<file path="config.mk">
export PLATFORM = sky130hd
export DESIGN_NAME = ppm_mmio_bridge
export DESIGN_NICKNAME = d
export VERILOG_FILES = /design/src/rtl/ppm_mmio_pkg.sv /design/src/rtl/ppm_cmd_fifo.sv /design/src/rtl/ppm_mmio_bridge.sv
export SDC_FILE = /design/constraint.sdc
export NUM_CORES = 1
export LEC_CHECK = 0
export BUFFER_PORTS_ARGS = -buffer_cell sky130_fd_sc_hd__buf_2
export CORE_MARGIN = 1.5
export CORE_UTILIZATION = 45
export CTS_CLUSTER_DIAMETER = 50
export DETAILED_ROUTE_END_ITERATION = 10
export GPL_TIMING_DRIVEN = 0
export PLACE_DENSITY = 0.71
export SYNTH_ARGS = -nofsm -noshare
export SYNTH_HDL_FRONTEND = slang
export SYNTH_HIERARCHICAL = 1
export SYNTH_SLANG_ARGS = --single-unit
</file>
<file path="constraint.sdc">
create_clock -name clock -period 3.3 [get_ports clock]
set_input_delay 0.495 -clock clock [delete_from_list [all_inputs] [get_ports clock]]
set_output_delay 0.495 -clock clock [all_outputs]
set_load 0.01 [all_outputs]
</file>
<file path="src/rtl/ppm_mmio_pkg.sv">
// Shared constants and command payload for the PPM MMIO bridge.
package ppm_mmio_pkg;

    localparam logic [1:0] PPM_OP_PIXEL = 2'd1;
    localparam logic [1:0] PPM_OP_FNAME = 2'd2;
    localparam logic [1:0] OP_DUMP      = 2'd3;

    localparam logic [7:0] REG_CURSOR = 8'h00;
    localparam logic [7:0] REG_PIXEL  = 8'h04;
    localparam logic [7:0] REG_FNAME  = 8'h08;
    localparam logic [7:0] REG_CTRL   = 8'h0C;
    localparam logic [7:0] REG_STATUS = 8'h10;
    localparam logic [7:0] REG_COLOR  = 8'h14;

    localparam logic [1:0] ST_IDLE  = 2'd0;
    localparam logic [1:0] ST_FILL  = 2'd1;
    localparam logic [1:0] ST_DUMPQ = 2'd2;

    typedef struct packed {
        logic [1:0]  op;
        logic [15:0] addr;
        logic [23:0] data;
    } ppm_cmd_t;

    localparam int unsigned CMD_W = $bits(ppm_cmd_t);

    function automatic ppm_cmd_t make_cmd(logic [1:0] op, logic [15:0] addr, logic [23:0] data);
        ppm_cmd_t c;
        c.op   = op;
        c.addr = addr;
        c.data = data;
        return c;
    endfunction

endpackage

</file>
<file path="src/rtl/ppm_cmd_fifo.sv">
// Synchronous command FIFO; head is read straight from storage, so a push shows one cycle later.
module ppm_cmd_fifo
    import ppm_mmio_pkg::*;
#(
    parameter int unsigned DEPTH = 4
) (
    input  logic                     clock,
    input  logic                     reset,
    input  logic                     push,
    input  logic [CMD_W-1:0]         wr_cmd,
    input  logic                     pop,
    output logic [CMD_W-1:0]         head,
    output logic                     full,
    output logic                     empty,
    output logic [$clog2(DEPTH):0]   count
);

    localparam int unsigned AW = $clog2(DEPTH);
    localparam int unsigned CW = AW + 1;

    logic [CMD_W-1:0] mem [DEPTH];
    logic [AW-1:0]    wr_ptr;
    logic [AW-1:0]    rd_ptr;
    logic             do_push;
    logic             do_pop;

    assign full    = (count == CW'(DEPTH));
    assign empty   = (count == '0);
    assign do_push = push && !full;
    assign do_pop  = pop && !empty;
    assign head    = mem[rd_ptr];

    always_ff @(posedge clock) begin
        if (!reset) begin
            wr_ptr <= '0;
            rd_ptr <= '0;
            count  <= '0;
        end else begin
            if (do_push) wr_ptr <= wr_ptr + AW'(1);
            if (do_pop)  rd_ptr <= rd_ptr + AW'(1);
            count <= count + CW'(do_push) - CW'(do_pop);
        end
    end

    always_ff @(posedge clock) begin
        if (do_push) mem[wr_ptr] <= wr_cmd;
    end

endmodule

</file>
<file path="src/rtl/ppm_mmio_bridge.sv">
// CPU MMIO front end for the PPM sink: register decode, cursor/filename counters,
// frame-fill engine and in-order drain of queued sink commands.
module ppm_mmio_bridge
    import ppm_mmio_pkg::*;
#(
    parameter int unsigned FRAME_WIDTH  = 100,
    parameter int unsigned FRAME_HEIGHT = 100,
    parameter int unsigned FIFO_DEPTH   = 4
) (
    input  logic        clock,
    input  logic        reset,
    input  logic        bus_req_valid,
    output logic        bus_req_ready,
    input  logic        bus_req_we,
    input  logic [7:0]  bus_req_addr,
    input  logic [31:0] bus_req_wdata,
    output logic        bus_resp_valid,
    output logic [31:0] bus_resp_rdata,
    output logic        ppm_valid,
    input  logic        ppm_ready,
    output logic [31:0] ppm_address,
    output logic [31:0] ppm_data,
    output logic [31:0] ppm_operation,
    output logic        ppm_dump
);

    localparam int unsigned NPIX     = FRAME_WIDTH * FRAME_HEIGHT;
    localparam int unsigned CW       = $clog2(FIFO_DEPTH) + 1;
    localparam logic [15:0] LAST_PIX = 16'(NPIX - 1);

    logic [1:0]       state, state_nx;
    logic [15:0]      fill_idx, fill_idx_nx;
    logic             dump_pend, dump_pend_nx;
    logic [15:0]      cursor;
    logic [7:0]       fidx;
    logic [23:0]      color;
    logic             err;
    logic             resp_valid_q;
    logic [31:0]      resp_rdata_q;
    logic [31:0]      rd_data;
    logic [7:0]       reg_off;
    logic             acc, wr, rd;
    logic             push, pop, full, empty, head_is_dump;
    ppm_cmd_t         push_cmd, head;
    logic [CMD_W-1:0] head_bits;
    logic [CW-1:0]    count;
    logic             unused_addr_lsbs;

    assign unused_addr_lsbs = ^bus_req_addr[1:0];

    assign reg_off       = {bus_req_addr[7:2], 2'b00};
    assign bus_req_ready = reset && (state == ST_IDLE) && !full;
    assign acc           = bus_req_valid && bus_req_ready;
    assign wr            = acc && bus_req_we;
    assign rd            = acc && !bus_req_we;

    ppm_cmd_fifo #(.DEPTH(FIFO_DEPTH)) u_fifo (
        .clock  (clock),
        .reset  (reset),
        .push   (push),
        .wr_cmd (push_cmd),
        .pop    (pop),
        .head   (head_bits),
        .full   (full),
        .empty  (empty),
        .count  (count)
    );

    always_ff @(posedge clock) begin
        if (!reset) begin
            state     <= ST_IDLE;
            fill_idx  <= '0;
            dump_pend <= 1'b0;
        end else begin
            state     <= state_nx;
            fill_idx  <= fill_idx_nx;
            dump_pend <= dump_pend_nx;
        end
    end

    // Command sources are exclusive: bus writes only land in IDLE, the fill engine owns FILL/DUMPQ.
    always_comb begin
        state_nx     = state;
        fill_idx_nx  = fill_idx;
        dump_pend_nx = dump_pend;
        push         = 1'b0;
        push_cmd     = '0;
        case (state)
            ST_IDLE: begin
                if (wr) begin
                    case (reg_off)
                        REG_PIXEL: begin
                            push     = 1'b1;
                            push_cmd = make_cmd(PPM_OP_PIXEL, cursor, bus_req_wdata[23:0]);
                        end
                        REG_FNAME: begin
                            push     = 1'b1;
                            push_cmd = make_cmd(PPM_OP_FNAME, 16'(fidx), 24'(bus_req_wdata[7:0]));
                        end
                        REG_CTRL: begin
                            if (bus_req_wdata[2]) begin
                                state_nx     = ST_FILL;
                                fill_idx_nx  = '0;
                                dump_pend_nx = bus_req_wdata[0];
                            end else if (bus_req_wdata[0]) begin
                                push     = 1'b1;
                                push_cmd = make_cmd(OP_DUMP, 16'd0, 24'd0);
                            end
                        end
                        default: ;
                    endcase
                end
            end
            ST_FILL: begin
                if (!full) begin
                    push     = 1'b1;
                    push_cmd = make_cmd(PPM_OP_PIXEL, fill_idx, color);
                    if (fill_idx == LAST_PIX) begin
                        state_nx    = dump_pend ? ST_DUMPQ : ST_IDLE;
                        fill_idx_nx = '0;
                    end else begin
                        fill_idx_nx = fill_idx + 16'd1;
                    end
                end
            end
            ST_DUMPQ: begin
                if (!full) begin
                    push         = 1'b1;
                    push_cmd     = make_cmd(OP_DUMP, 16'd0, 24'd0);
                    state_nx     = ST_IDLE;
                    dump_pend_nx = 1'b0;
                end
            end
            default: state_nx = ST_IDLE;
        endcase
    end

    always_ff @(posedge clock) begin
        if (!reset) begin
            cursor <= '0;
            fidx   <= '0;
            color  <= '0;
            err    <= 1'b0;
        end else if (wr) begin
            case (reg_off)
                REG_CURSOR: begin
                    if (bus_req_wdata < 32'(NPIX)) cursor <= bus_req_wdata[15:0];
                    else                           err    <= 1'b1;
                end
                REG_PIXEL:  cursor <= (cursor == LAST_PIX) ? 16'd0 : cursor + 16'd1;
                REG_FNAME:  fidx   <= fidx + 8'd1;
                REG_CTRL:   if (bus_req_wdata[1]) fidx <= '0;
                REG_STATUS: if (bus_req_wdata[16]) err <= 1'b0;
                REG_COLOR:  color  <= bus_req_wdata[23:0];
                default: ;
            endcase
        end
    end

    always_comb begin
        rd_data = '0;
        case (reg_off)
            REG_CURSOR: rd_data = 32'(cursor);
            REG_STATUS: rd_data = {15'd0, err, 8'(count), 6'd0, full, empty};
            REG_COLOR:  rd_data = {8'd0, color};
            default: ;
        endcase
    end

    always_ff @(posedge clock) begin
        if (!reset) begin
            resp_valid_q <= 1'b0;
            resp_rdata_q <= '0;
        end else begin
            resp_valid_q <= acc;
            resp_rdata_q <= rd ? rd_data : 32'd0;
        end
    end

    assign bus_resp_valid = reset && resp_valid_q;
    assign bus_resp_rdata = reset ? resp_rdata_q : 32'd0;

    // A DUMP head never handshakes: it strobes ppm_dump and retires on its own.
    assign head          = ppm_cmd_t'(head_bits);
    assign head_is_dump  = !empty && (head.op == OP_DUMP);
    assign ppm_valid     = reset && !empty && !head_is_dump;
    assign ppm_dump      = reset && head_is_dump;
    assign pop           = head_is_dump || (ppm_valid && ppm_ready);
    assign ppm_address   = ppm_valid ? 32'(head.addr) : 32'd0;
    assign ppm_data      = ppm_valid ? 32'(head.data) : 32'd0;
    assign ppm_operation = ppm_valid ? 32'(head.op)   : 32'd0;

endmodule
</file>
### Word level (Yosys, flattened, before mapping)

Memory sizes are Yosys's and may differ from the RTL's. A register that Yosys moved wholly into a read port is not among the register bits.
Cells that the tools add are included.

* reductions and logical operators: 36
* add/subtract/negate cells: 7
* mux-type cells: 49
* equality and inequality tests: 21
* order comparisons: 1

Operators with widths (count)
* 42-bit one-hot mux with 3 select lines: 2
* 42-bit 2-to-1 mux: 4
* 16-bit 2-to-1 mux: 8
* 24-bit one-hot mux with 3 select lines: 1
* 16-bit one-hot mux with 2 select lines: 2
* 41-bit 2-to-1 mux: 1
* 16-bit by 1-bit adder with 16-bit output (second input constant): 2
* 16-bit by 14-bit == test with 1-bit output (second input constant): 2
* 32-bit by 14-bit less-than comparator with 1-bit output (second input constant): 1
* 32-bit 2-to-1 mux: 1
* 24-bit 2-to-1 mux: 1
* 2-bit 2-to-1 mux: 10
* 2-bit != test (second input constant): 9
* 8-bit one-hot mux with 2 select lines: 1
* 1-bit logical AND: 13
* 6-bit by 2-bit == test with 1-bit output (second input constant): 2
* 6-bit by 3-bit == test with 1-bit output (second input constant): 2
* 1-bit 2-to-1 mux: 12
* 5-bit AND reduction: 2
* 2-bit nonzero test: 5
* 8-bit by 1-bit adder with 8-bit output (second input constant): 1
* 8-bit logical NOT: 1
* 8-bit 2-to-1 mux: 1
* 1-bit one-hot mux with 2 select lines: 4
* other kinds (18): 26

* word-level logic and storage cells: 127
* memories kept: 1
* bits of input ports: 45
* flip-flop bits (word level): 108
* memory bits (writable): 168
* output and inout port bits: 132

Memories
* u_fifo.mem: depth 4, width 42, read ports 1, clocked after Yosys merged registers in 1, wr ports 1, line ppm_cmd_fifo.sv:21 `logic [CMD_W-1:0] mem [DEPTH];`

### Logic depth before layout (Yosys ltp)

* depth in word-level cells: 10
* gate-level depth with buffers: 17
* depth with buffers taken out: 15

### Modules after synthesis

The synthesis kept the hierarchy.

By module, submodules not included
* ppm_cmd_fifo: area an instance 6598.8 µm², cells each 271, instances 1
* ppm_mmio_bridge: area an instance 5999.5 µm², cells each 786, instances 1

### Worst setup path before layout

OpenSTA, ideal clock, no wires.

* path type: input-to-reg
* start point: in bus_req_addr[5]
* end point: mem u_fifo/mem[0][0] (netlist name), enable pin
* data arrival time: 3163 ps
* required time: 2896 ps
* buffers on the path: 2
* path slack: -266 ps
* stages on the path: 7
* cells stage by stage: or4_1 -> buf_2 -> or4b_1 -> a31oi_1 -> nor2b_1 -> buf_2 -> and2_1

* word-level cells in the longest chain between the ends: 8
* elaborated cells on any way between the ends: 10
* classes of those cells: eq/ne: 3; mux: 5; reduce/logical: 2

RTL lines
* start: declaration: line ppm_mmio_bridge.sv:15 `input logic [7:0] bus_req_addr,`
* 6-bit by 2-bit == test with 1-bit output / 6-bit by 1-bit == test with 1-bit output (equally long branches): line ppm_mmio_bridge.sv:91 `case (reg_off)`
* 2-bit OR reduction (no line)
* 1-bit one-hot mux with 2 select lines *: line ppm_mmio_bridge.sv:91
* 1-bit 2-to-1 mux *: line ppm_mmio_bridge.sv:90 `if (wr) begin`
* 1-bit one-hot mux with 2 select lines *: line ppm_mmio_bridge.sv:88 `case (state)`
* via push: line ppm_mmio_bridge.sv:43 `logic push, pop, full, empty, head_is_dump;`
* 1-bit logical AND *: line ppm_cmd_fifo.sv:29 `assign do_push = push && !full;`
* 1-bit 2-to-1 mux *: line ppm_cmd_fifo.sv:46 `if (do_push) mem[wr_ptr] <= wr_cmd;`
* 1-bit 2-to-1 mux (implied by the code) *: line ppm_cmd_fifo.sv:46
* end: declaration: line ppm_cmd_fifo.sv:21

The timed path passes the listed nets; every way through them passes the cells marked *.

### Worst setup path after layout

* start point: reg u_fifo.count[2]
* end point: reg u_fifo.count[2]

* word-level cells in the longest chain between the ends: 10
* elaborated cells on any way between the ends: 20
* classes of those cells: add/sub: 2; eq/ne: 1; mux: 3; reduce/logical: 14

RTL lines
* start: declaration: line ppm_cmd_fifo.sv:15 `output logic [$clog2(DEPTH):0] count`
* start signal: assignment: line ppm_cmd_fifo.sv:41 `count <= count + CW'(do_push) - CW'(do_pop);`
* 3-bit == test *: line ppm_cmd_fifo.sv:27 `assign full = (count == CW'(DEPTH));`
* via full: line ppm_mmio_bridge.sv:43
* 1-bit logical NOT: line ppm_mmio_bridge.sv:52 `assign bus_req_ready = reset && (state == ST_IDLE) && !full;`
* 1-bit logical AND: line ppm_mmio_bridge.sv:52
* 1-bit logical AND: line ppm_mmio_bridge.sv:53 `assign acc = bus_req_valid && bus_req_ready;`
* 1-bit logical AND: line ppm_mmio_bridge.sv:54 `assign wr = acc && bus_req_we;`
* 1-bit 2-to-1 mux: line ppm_mmio_bridge.sv:90
* 1-bit one-hot mux with 2 select lines *: line ppm_mmio_bridge.sv:88
* via push: line ppm_mmio_bridge.sv:43
* 1-bit logical AND *: line ppm_cmd_fifo.sv:29
* 3-bit by 1-bit adder with 3-bit output *: line ppm_cmd_fifo.sv:41
* 3-bit by 1-bit subtractor with 3-bit output *: line ppm_cmd_fifo.sv:41

Marked as above.
A chain may end at the register's enable or synchronous reset.

==> out/results.ini <==
[pwr]
combPwrFrac_pct = 5.0
ir_drop_mv = 0.491
power_frac_seq_pct = 50.6
internal_power_mw = 5.53
switching_power_mw = 1.54
powerDensity_nw_per_um2 = 471
p_leak_nw = 5.81
swShare_pct = 21.8
p_clk_share_pct = 44.4

[timing]
rsz0062_at_grt = yes
finalHoldViolations = 0
fin_ws_ns = -0.00701
worst_slew_pin_slew_ns = 1.17
drv_slew = 0
fin_crit_sh_pct = 100
relSlewSlack_pct = 21.8
finClkSkew_ns = 0.0147
fmax_ghz = 0.302
setup-violations-final = 1
post-route-min-period_ns = 3.31

[run_status]
status = complete, but fails checks
violations = setup timing

[worst_setup_path]
worstPathArrival_ns = 3.74
cp_data_required_time_ns = 3.74
crit_fanout = 7
path_class = reg2reg
cp-end-kind = register
startpoint_type = register

[clock_tree]
cts_made_buffers = 30
cts_max_path_buffers = 3
clk_pin_slew_ns = 0.06
clock_latency_ns = 0.54
h-tree-depth = 1
cts_tree = yes
postCtsHoldBufs = 0
cts-root-buf = clkbuf_16
clock-sinks = 270

[cells_and_area]
final_core_util_pct = 54.2
drive_gt1_share_pct = 26.3
areaGrowthSynthToFinish_pct = 19.3
final_nets = 1331
n_antenna_cell = 0
design_area_um2 = 15000

[logic_synthesis]
synthTopCellsByCount = edfxtp_1, dfxtp_1, nor2_1
synth-warning-count = 6
yosysTopAreaCell = edfxtp_1
ys_types = 73
syn-cell-area_um2 = 12600
ys.flop_type = edfxtp_1
synth.top_cells.by_area = edfxtp_1, dfxtp_1, mux4_2, and2_1, buf_4
yosysMostFrequentCell = edfxtp_1
synthArstFlopShare_pct = 0
synthCells = 1057
synth_top_area_share_pct = 40.0
avgSynthCellArea_um2 = 11.9
synth_edf_count = 168
ys_ff_latch = 270
synth.yosys.seq_area_share_pct = 56.3

[floorplanning]
dieArea_um2 = 29000
fp.dieH_um = 170
die_x_um = 170
coreArea_um2 = 27700
boundaryPins = 177
rows = 61
start_util_pct = 45.5

[detailed_routing]
drtPass1Iterations = 6
wl_um = 32500
ant_nets = 0
via_per_inst = 5.45
vias = 9120
drt_iter0_drc = 1060
drcViolationCount = 0
wire_per_inst_um = 19.4

[global_routing]
grt_pass1_wl_um = 49100
antenna_found_initial = 0
grt_max_degree = 43
grt.total_usage_pct = 22.3
grt_pass1_vias = 8563
grt_remaining_overflow = 0

[place]
place_area_um2 = 13900
gp_congestion = 0.922
dp_hpwl_um = 22900
dp_slack_ns = -0.560
io_buffers = 111

[run]
maxCapViolations = 0

[hold_path]
hold_path_class = in2reg

==> layout make-up <==
cell class,count,area [um^2]
Timing Repair Buffer,121,631
Sequential cell,270,7090
Tap cell,378,473
Clock inverter,17,131
Multi-Input combinational cell,696,4930
Fill cell,2360,12700
Inverter,18,70.1
Buffer,134,885
Clock buffer,39,816
==> critical path, stage by stage, from the launching register on <==
cell and delay (ns):
dfxtp_4 0.36, nor3b_4 0.19, nand4b_1 0.29, or4b_4 0.59
a31oi_4 0.18, nor2b_4 0.18, buf_6 0.13, inv_4 0.04
ha_4 0.25, inv_2 0.04, ha_4 0.16, fa_2 0.38
xnor2_2 0.15, xnor2_1 0.12, and2_1 0.15
==> what timing repair did <==
item | CTS | global route
endpoints found under the hold margin | 0 | 0
setup endpoints to repair | 213 | 182
setup buffers | 3 | 7
resized for setup | 18 | 21
gates cloned | 0 | 0
pin swaps | 3 | 7
==> registers in the layout, indices dropped and copies added (netlist names), named ones only <==
signal	count
color	24
cursor	16
dump_pend	1
err	1
fidx	8
fill_idx	16
resp_rdata_q	24
resp_valid_q	1
state	2
u_fifo/count	3
u_fifo/mem	168
u_fifo/rd_ptr	2
u_fifo/wr_ptr	2
==> through the flow <==
step	power (mW)	cells	setup TNS (ns)	hold slack (ns)
final	7.08	1673	-0.00701	0.243
after global routing	7.28	1673	-3.41	0.232
after CTS	7.10	1666	0	0.223
after detailed placement	3.98	1607	-87.88	0.463
after global placement	3.98	1607	-91.25	0.453
after floorplan	3.87	1118	-0.0899	0.445
==> path summary, 6_finish.rpt <==
kind                            slack, ns  cells past startpoint                       start                         end
worst max register to register     -0.007                     14  u_fifo/count[2]$_SDFF_PN0_  u_fifo/count[2]$_SDFF_PN0_
worst min register to register       0.47                      2      color[23]$_SDFFE_PN0P_      color[23]$_SDFFE_PN0P_
worst min-delay path                 0.24                      3           bus_req_wdata[15]      color[15]$_SDFFE_PN0P_
worst max-delay path               -0.007                     14  u_fifo/count[2]$_SDFF_PN0_  u_fifo/count[2]$_SDFF_PN0_
==> placed cells by master (no fill, tap or decap), types with 6 or more instances in the layout <==
cell type / count
a22oi_1: 57
nor3_1: 10
buf_6: 6
and2_1: 75
dfxtp_1: 98
edfxtp_1: 168
inv_1: 12
buf_4: 73
xor2_1: 15
nand4_1: 17
ha_1: 11
and3_1: 20
conb_1: 62
nor4_1: 8
nand3_1: 20
clkbuf_1: 46
a22o_1: 12
buf_2: 122
a21oi_1: 42
a32o_1: 12
o21ai_0: 14
o211ai_1: 12
mux4_2: 40
nor2_1: 95
clkbuf_16: 31
nand2_1: 84
==> metal layers <==
metal,up-vias,GRT usage (%),routed length [um]
met2,418,36.8,15500
met5,-,0,0
met4,0,6.04,674
met3,54,2.42,2320
li1,4222,-,-
met1,4426,31.4,14000
==> cell families after synthesis <==
family	after synthesis	share of synthesized area [%]
mux	49	8.16
buf+inv	152	7.32
flops	270	56.3
fa+ha+maj	15	1.55
simple gates	373	15.3
compound gates	180	10.2
xor+xnor	17	1.18
other cells	1	0.0298
==> power by group through the flow <==
stage,Combinational (mW),Clock (mW),Sequential (mW)
5_1_grt,0.386,3.32,3.58
4_1_cts,0.341,3.18,3.58
3_5_place_dp,0.334,0,3.65
6_report,0.357,3.14,3.58
3_3_place_gp,0.333,0,3.65
2_1_floorplan,0.220,0,3.65
No activity file was read; power rests on OpenSTA's default activity.
